[src/rtl/alu_arbiter.sv]
// Two-requester front end for one shared ALU: one operation in flight, results captured and held.
// Define ALU_ARB_RR_EN for round-robin arbitration; otherwise requester 0 has fixed priority.

package cpu_types_pkg;
    typedef enum logic [3:0] {
        ALU_SLL  = 4'b0000,
        ALU_SRL  = 4'b0001,
        ALU_ADD  = 4'b0010,
        ALU_SUB  = 4'b0011,
        ALU_AND  = 4'b0100,
        ALU_OR   = 4'b0101,
        ALU_XOR  = 4'b0110,
        ALU_NOR  = 4'b0111,
        ALU_SLT  = 4'b1000,
        ALU_SLTU = 4'b1001
    } aluop_t;
endpackage

module alu_arbiter #(
    parameter int WORD_W = 32
) (
    input  logic                    CLK,
    input  logic                    nRST,
    input  logic                    req0_valid,
    input  logic                    req1_valid,
    output logic                    req0_ready,
    output logic                    req1_ready,
    input  cpu_types_pkg::aluop_t   req0_op,
    input  cpu_types_pkg::aluop_t   req1_op,
    input  logic [WORD_W-1:0]       req0_a,
    input  logic [WORD_W-1:0]       req0_b,
    input  logic [WORD_W-1:0]       req1_a,
    input  logic [WORD_W-1:0]       req1_b,
    output logic                    rsp0_valid,
    output logic                    rsp1_valid,
    input  logic                    rsp0_ready,
    input  logic                    rsp1_ready,
    output logic [WORD_W-1:0]       rsp_data,
    output logic                    rsp_zero,
    output logic                    rsp_negative,
    output logic                    rsp_overflow,
    output cpu_types_pkg::aluop_t   alu_op,
    output logic [WORD_W-1:0]       alu_a,
    output logic [WORD_W-1:0]       alu_b,
    input  logic [WORD_W-1:0]       alu_out,
    input  logic                    alu_zero,
    input  logic                    alu_negative,
    input  logic                    alu_overflow,
    output logic [1:0]              dbg_state
);
    import cpu_types_pkg::*;

    // Handshake rule: a transfer happens on a rising edge where valid and ready are both high;
    // ready never depends on anything but the current state, the grant and the valid inputs.

    typedef enum logic [1:0] {
        IDLE = 2'd0,
        EXEC = 2'd1,
        RESP = 2'd2
    } state_t;

    state_t              state_q, state_d;
    logic                owner_q, owner_d;
    aluop_t              op_q, op_d;
    logic [WORD_W-1:0]   a_q, a_d;
    logic [WORD_W-1:0]   b_q, b_d;
    logic [WORD_W-1:0]   data_q, data_d;
    logic                zero_q, zero_d;
    logic                neg_q, neg_d;
    logic                ovf_q, ovf_d;
    logic                rsp0_valid_q, rsp0_valid_d;
    logic                rsp1_valid_q, rsp1_valid_d;
    logic                grant0, grant1;
    logic                rsp_hs;

`ifdef ALU_ARB_RR_EN
    logic                last_q, last_d;

    // last_q remembers who was served most recently; the other side wins a tie.
    always_comb begin
        grant0 = req0_valid && (!req1_valid || last_q);
        grant1 = req1_valid && (!req0_valid || !last_q);
    end
`else
    always_comb begin
        grant0 = req0_valid;
        grant1 = req1_valid && !req0_valid;
    end
`endif

    assign req0_ready = nRST && (state_q == IDLE) && grant0;
    assign req1_ready = nRST && (state_q == IDLE) && grant1;

    // Ready from the requester is only meaningful while its result is actually offered.
    assign rsp_hs = (rsp0_valid_q && rsp0_ready) || (rsp1_valid_q && rsp1_ready);

    always_comb begin
        state_d      = state_q;
        owner_d      = owner_q;
        op_d         = op_q;
        a_d          = a_q;
        b_d          = b_q;
        data_d       = data_q;
        zero_d       = zero_q;
        neg_d        = neg_q;
        ovf_d        = ovf_q;
        rsp0_valid_d = rsp0_valid_q;
        rsp1_valid_d = rsp1_valid_q;
`ifdef ALU_ARB_RR_EN
        last_d       = last_q;
`endif
        case (state_q)
            IDLE: begin
                if (grant0 || grant1) begin
                    owner_d = grant1;
                    op_d    = grant1 ? req1_op : req0_op;
                    a_d     = grant1 ? req1_a  : req0_a;
                    b_d     = grant1 ? req1_b  : req0_b;
                    state_d = EXEC;
`ifdef ALU_ARB_RR_EN
                    last_d  = grant1;
`endif
                end
            end
            EXEC: begin
                data_d       = alu_out;
                zero_d       = alu_zero;
                neg_d        = alu_negative;
                ovf_d        = alu_overflow;
                rsp0_valid_d = !owner_q;
                rsp1_valid_d = owner_q;
                state_d      = RESP;
            end
            RESP: begin
                if (rsp_hs) begin
                    rsp0_valid_d = 1'b0;
                    rsp1_valid_d = 1'b0;
                    state_d      = IDLE;
                end
            end
            default: begin
                state_d = IDLE;
            end
        endcase
    end

    always_ff @(posedge CLK) begin
        if (!nRST) begin
            state_q      <= IDLE;
            owner_q      <= 1'b0;
            op_q         <= ALU_SLL;
            a_q          <= '0;
            b_q          <= '0;
            data_q       <= '0;
            zero_q       <= 1'b0;
            neg_q        <= 1'b0;
            ovf_q        <= 1'b0;
            rsp0_valid_q <= 1'b0;
            rsp1_valid_q <= 1'b0;
`ifdef ALU_ARB_RR_EN
            last_q       <= 1'b1;
`endif
        end else begin
            state_q      <= state_d;
            owner_q      <= owner_d;
            op_q         <= op_d;
            a_q          <= a_d;
            b_q          <= b_d;
            data_q       <= data_d;
            zero_q       <= zero_d;
            neg_q        <= neg_d;
            ovf_q        <= ovf_d;
            rsp0_valid_q <= rsp0_valid_d;
            rsp1_valid_q <= rsp1_valid_d;
`ifdef ALU_ARB_RR_EN
            last_q       <= last_d;
`endif
        end
    end

    // Operand registers only load on acceptance, so the ALU inputs stay quiet otherwise.
    assign alu_op       = op_q;
    assign alu_a        = a_q;
    assign alu_b        = b_q;
    assign rsp_data     = data_q;
    assign rsp_zero     = zero_q;
    assign rsp_negative = neg_q;
    assign rsp_overflow = ovf_q;
    assign rsp0_valid   = rsp0_valid_q;
    assign rsp1_valid   = rsp1_valid_q;
    assign dbg_state    = state_q;

endmodule
[config.mk]
export PLATFORM = sky130hd
export DESIGN_NAME = alu_arbiter
export DESIGN_NICKNAME = d
export VERILOG_FILES = /design/src/rtl/alu_arbiter.sv
export SDC_FILE = /design/constraint.sdc
export NUM_CORES = 1
export LEC_CHECK = 0
export ABC_AREA = 1
export CORE_MARGIN = 2
export CORE_UTILIZATION = 40
export CTS_CLUSTER_DIAMETER = 120
export DETAILED_ROUTE_END_ITERATION = 7
export PLACE_DENSITY = 0.83
export SLEW_MARGIN = 20
export SYNTH_ARGS = -nofsm -noshare
export SYNTH_HDL_FRONTEND = slang
export SYNTH_SLANG_ARGS = --single-unit
[constraint.sdc]
create_clock -name CLK -period 2.4 [get_ports CLK]
set_clock_uncertainty 0.2 [all_clocks]
set_input_delay 0.36 -clock CLK [delete_from_list [all_inputs] [get_ports CLK]]
set_output_delay 0.36 -clock CLK [all_outputs]
set_load 0.01 [all_outputs]
==> flow_summary.toml, run 1 <==
[die]
num_rows = 41
io_pins = 286
initial_core_util_pct = 40.81
fp.dieW_um = 117.2
die_area_mm2 = 0.01374
die_h_um = 117.2
core_mm2 = 0.01257

[clock_network]
root_buffer = "clkbuf_16"
clock_path_buffers = 2
h-tree-depth = 3
clk_pin_slew_ps = 80
cts_hold_buffers = 0
cts_made_buffers = 9
cts_tree = "done"
cts_sinks = 108
insertion_delay_ps = 350

[yosys]
yosysWarnings = 0
ys_seq_area_share_pct = 42.16
avgSynthCellArea_um2 = 6.034
ys_ff_latch = 108
syn_area_mm2 = 0.005129
synth_cell_types = 16
syn_inst = 850
syn_nets = 1027

[sta]
tightest_slew_ps = 620.3
slew_viol_final = 0
hold_viol = 0
fin_setup_tns_ps = 0
min_period_ps = 2241
period_share_pct = 93.36
rsz0062_at_grt = "false"
hold_slack_ps = 162.7
clock.fmax_ghz = 0.4463
maxSlewHeadroom_pct = 58.58
setup_viol = 0

[worst_hold_path]
hold_path_class = "in -> reg"

[layout]
antennaDiodeCount = 0
finish.utilization_pct = 66.93
fill_cells = 1122
layout_common_cells = "nand2_1, clkdlybuf4s50_1, nor2_1, inv_1, dfxtp_1"
layout.cells.most_common = "nand2_1"
layout-drive-gt1-share_pct = 3.657
design_area_mm2 = 0.008412
syn_to_final_growth_pct = 64.02
fin_nets = 1293

[flow_run]
drv_cap = 0

[worst_setup_path]
cp.required_ps = 1840
cpMaxStageDelayCell = "clkdlybuf4s50_1"
path_cells = "nor2_2, nand2_2, nor2_1, clkdlybuf4s50_1"
worstPathArrival_ps = 1680
cp-start-kind = "flop"
cp_max_fo = 4
cp-end-kind = "output port"
slowest_delay_ps = 540
path_class = "reg -> out"

[pwr]
leakagePower_uw = 0.004126
total_power_uw = 5293
vdd.ir_drop.worst_mv = 0.4661
power_density_mw_per_mm2 = 629.2

[detailed_routing]
viasPerCell = 4.397
post_drt_wl_per_cell_um = 12.45
drt_iter0_markers = 248
drc = 0
antenna_left = 0
finalWirelength_um = 16100
via_count = 5685
drtPass1Iterations = 4

[place]
hpwl_um = 11800
place_area_mm2 = 0.008123
gp_congestion = 0.8032
io_buffers = 285

[grt]
met2_usage_pct = 39.58
track_usage_pct = 22.79
overflow = 0
grt_max_degree = 62
antenna_found_initial = 0
use_met1_pct = 25.19
grt_pass1_wl_um = 24400
grt-busiest-layer = "met2"
met3_usage_pct = 7.724
grt_pass1_vias = 5202

[run_status]
outcome = "finished clean"
-- Yosys cell counts (all sizes together) --
master	count	area share (%)
buf	37	4.1
clkbuf	9	0.66
o21ai	36	3.5
nand3	32	3.1
a21oi	4	0.39
nor2	195	15
nand2	313	23
inv	116	8.5
dfxtp	108	42
-- power by group --
| group | leakage, uW | total, uW | switching (uW) | internal [uW] |
|---|---|---|---|---|
| combinational | 0.00309 | 1690 | 787 | 903 |
| clock | 0.000138 | 1460 | 737 | 722 |
| sequential | 0.000895 | 2140 | 113 | 2030 |
-- final timing paths --
path         slack [ps]  cells past startpoint          to          from
min                 160                      3     owner_q          nRST
max reg2reg         860                      7    alu_b[5]  dbg_state[0]
min reg2reg         280                      2  rsp0_valid    rsp0_valid
max                 160                      4  req0_ready  dbg_state[1]
-- sequential cells by signal, indices dropped and copies added, names as in the netlist --
name and flops:
dbg_state 2, alu_op 4, alu_b 32, rsp0_valid 1, owner_q 1, alu_a 32
rsp1_valid 1, rsp_negative 1, rsp_overflow 1, rsp_data 32, rsp_zero 1
-- metal layers --
layer	wire length (um)	vias to the layer above
li1	-	3007
met1	6496	2433
met2	7589	215
met3	1573	30
met4	438	0
met5	0	-
-- timing repair --
| action | in CTS | in global routing |
|---|---|---|
| setup buffers | 0 | 0 |
| endpoints found under the setup margin | 0 | 2 |
| resized for setup | 0 | 2 |
-- cell families after synthesis --
logic type             Yosys count  share of synthesized area (%)
AOI/OAI and AO/OA               40                          3.903
buffers and inverters          162                          13.30
DFF                            108                          42.16
and+or+nand+nor                540                          40.64
-- worst max-delay path: cells and delay by family, from the launching register on --
family                 cells  cell delay, ps
DFF                        1             370
buffers and inverters      1             540
and+or+nand+nor            3             420
-- final cells by class --
cell class | count | area, um^2 | share of cell area, %
timing repair buffer | 301 | 3020 | 35.91
clock inverter | 7 | 58.81 | 0.6991
tap | 172 | 215.2 | 2.558
multi-input combinational | 580 | 2295 | 27.28
inverter | 116 | 435.4 | 5.176
sequential | 108 | 2162 | 25.70
clock buffer | 9 | 225.2 | 2.677
-- through the flow --
step,instances,worst slack [ps]
final,1293,159.4
after global routing,1293,56.42
after CTS,1293,4.015
after detailed placement,1277,169.7
after global placement,1277,161.4
after floorplan,850,900.7
No activity file was read; power rests on OpenSTA's default activity.
==> run 2: changes to the inputs <==
--- a/config.mk
+++ b/config.mk
@@ -6,12 +6,13 @@
 export NUM_CORES = 1
 export LEC_CHECK = 0
 export ABC_AREA = 1
-export CORE_MARGIN = 2
+export CORE_MARGIN = 5
 export CORE_UTILIZATION = 40
 export CTS_CLUSTER_DIAMETER = 120
 export DETAILED_ROUTE_END_ITERATION = 7
+export MAX_ROUTING_LAYER = met4
 export PLACE_DENSITY = 0.83
-export SLEW_MARGIN = 20
+export SLEW_MARGIN = 5
 export SYNTH_ARGS = -nofsm -noshare
 export SYNTH_HDL_FRONTEND = slang
 export SYNTH_SLANG_ARGS = --single-unit
==> run 2 against run 1 <==
  * Clock power is 8% higher
  * Count of clock-buffer cells in the layout is 2 higher
  * Critical path depth stayed put
  * Largest power group unchanged
==> flow_summary.toml, run 2 (synthesis results as in run 1) <==
[clock_network]
clock_path_buffers = 2
h-tree-depth = 3
insertion_delay_ps = 350
cts_made_buffers = 9
root_buffer = "clkbuf_16"
cts_sinks = 108
clk_pin_slew_ps = 70
postCtsSetupRepairBufs = 0
cts_hold_buffers = 0
cts_tree = "done"

[worst_setup_path]
cp.required_ps = 1840
worstPathArrival_ps = 1720
path_class = "reg -> out"
cpMaxStageDelayCell = "clkdlybuf4s50_1"
slowest_delay_ps = 540
cp-start-kind = "flop"
path_cells = "nor2_2, nand2_1, nor2_1, clkdlybuf4s50_1"
cp-end-kind = "output port"
cp_max_fo = 4

[die]
fp.dieW_um = 123.2
core_mm2 = 0.01262
initial_core_util_pct = 40.64
die_area_mm2 = 0.01519
io_pins = 286
die_h_um = 123.2
num_rows = 41

[sta]
setup_viol = 0
maxSlewHeadroom_pct = 52.01
min_period_ps = 2280
tightest_slew_ps = 719.9
slew_viol_final = 0
hold_viol = 0
period_share_pct = 95.01
fin_setup_tns_ps = 0
clock.fmax_ghz = 0.4386
setup_ws_ps = 119.8
rsz0062_at_grt = "false"

[grt]
grt_pass1_wl_um = 24870
overflow = 0
antenna_found_initial = 1
grt-busiest-layer = "met2"
met2_usage_pct = 35.85
track_usage_pct = 21.57
grt_max_degree = 76
use_met1_pct = 23.65
grt_pass1_vias = 5115
met3_usage_pct = 8.234

[flow_run]
drv_cap = 0

[layout]
fin_nets = 1288
layout-drive-gt1-share_pct = 3.136
syn_to_final_growth_pct = 64.43
layout.cells.most_common = "nand2_1"
layout_common_cells = "nand2_1, clkdlybuf4s50_1, nor2_1, inv_1, dfxtp_1"

[detailed_routing]
drtPass1Iterations = 4
antenna_left = 0
drt_iter0_markers = 268
finalWirelength_um = 16680
viasPerCell = 4.429
drc = 0
post_drt_wl_per_cell_um = 12.94
via_count = 5709

[place]
preCtsSetupSlack_ps = 156.5
hpwl_um = 12360
io_buffers = 285
gp_congestion = 0.7964

[worst_hold_path]
hold_path_class = "in -> reg"

[pwr]
vdd.ir_drop.worst_mv = 0.3818
leakagePower_uw = 0.004143
power_density_mw_per_mm2 = 644.5

[run_status]
outcome = "finished clean"
[run 2: cell types whose count changed in the layout (fill, tap and decap cells not counted), sizes merged]
cell           change
diode              +1
clkdlybuf4s50      -1
buf                -5
clkinv             -2
clkinvlp           -1
dlymetal6s2s       +1
bufinv             +1
clkbuf             +2
[run 2: power breakdown]
group	internal (uW)	total, uW	switching (uW)
combinational	908	1710	797
clock	881	1580	704
sequential	2030	2150	114
total	3820	5430	1620
[run 2: path summary, 6_finish.rpt]
kind                            slack (ps)          from         end  cells past startpoint
worst max-delay path                   120  dbg_state[1]  req1_ready                      4
worst min-delay path                   230          nRST     owner_q                      3
worst max register to register         880  dbg_state[1]   alu_b[17]                      7
worst min register to register         280    rsp0_valid  rsp0_valid                      2
[run 2: cell type report]
class	count	area, um^2
antenna	1	2.502
clock buffer	11	252.7
clock inverter	5	65.06
fill	1107	4187
inverter	116	435.4
multi-input combinational	580	2292
sequential	108	2162
tap	172	215.2
timing repair buffer	296	3008
[run 2: per-stage QoR]
stage | area, um^2 | hold slack (ps) | power (uW) | std cells | util [%]
after global placement | 8108 | 265.5 | 3872 | 1272 | 64.25
after global routing | 8433 | 227.8 | 5781 | 1289 | 66.83
after floorplan | 5129 | 253.4 | 2951 | 850 | -
final | 8433 | 226.0 | 5435 | 1289 | 66.83
after detailed placement | 8108 | 272.6 | 3903 | 1272 | 64.25
after CTS | 8428 | 199.2 | 5504 | 1288 | 66.79
[run 2: timing repair]
item                                    4_1_cts  5_1_grt
endpoints found under the setup margin        1        1
gates resized for setup                       1        1
gates cloned                                  0        0
[run 2: critical path: cells and delay by family, from the launching register on]
family | cells | cell delay [ps]
AND/OR/NAND/NOR | 3 | 450
buffers and inverters | 1 | 540
flip-flops | 1 | 370
[run 2: per-layer routing]
| layer | routed length, um | vias to the layer above |
|---|---|---|
| li1 | - | 3001 |
| met4 | 417 | 0 |
| met2 | 7890 | 219 |
| met1 | 6680 | 2459 |
| met5 | 0 | - |
| met3 | 1695 | 30 |
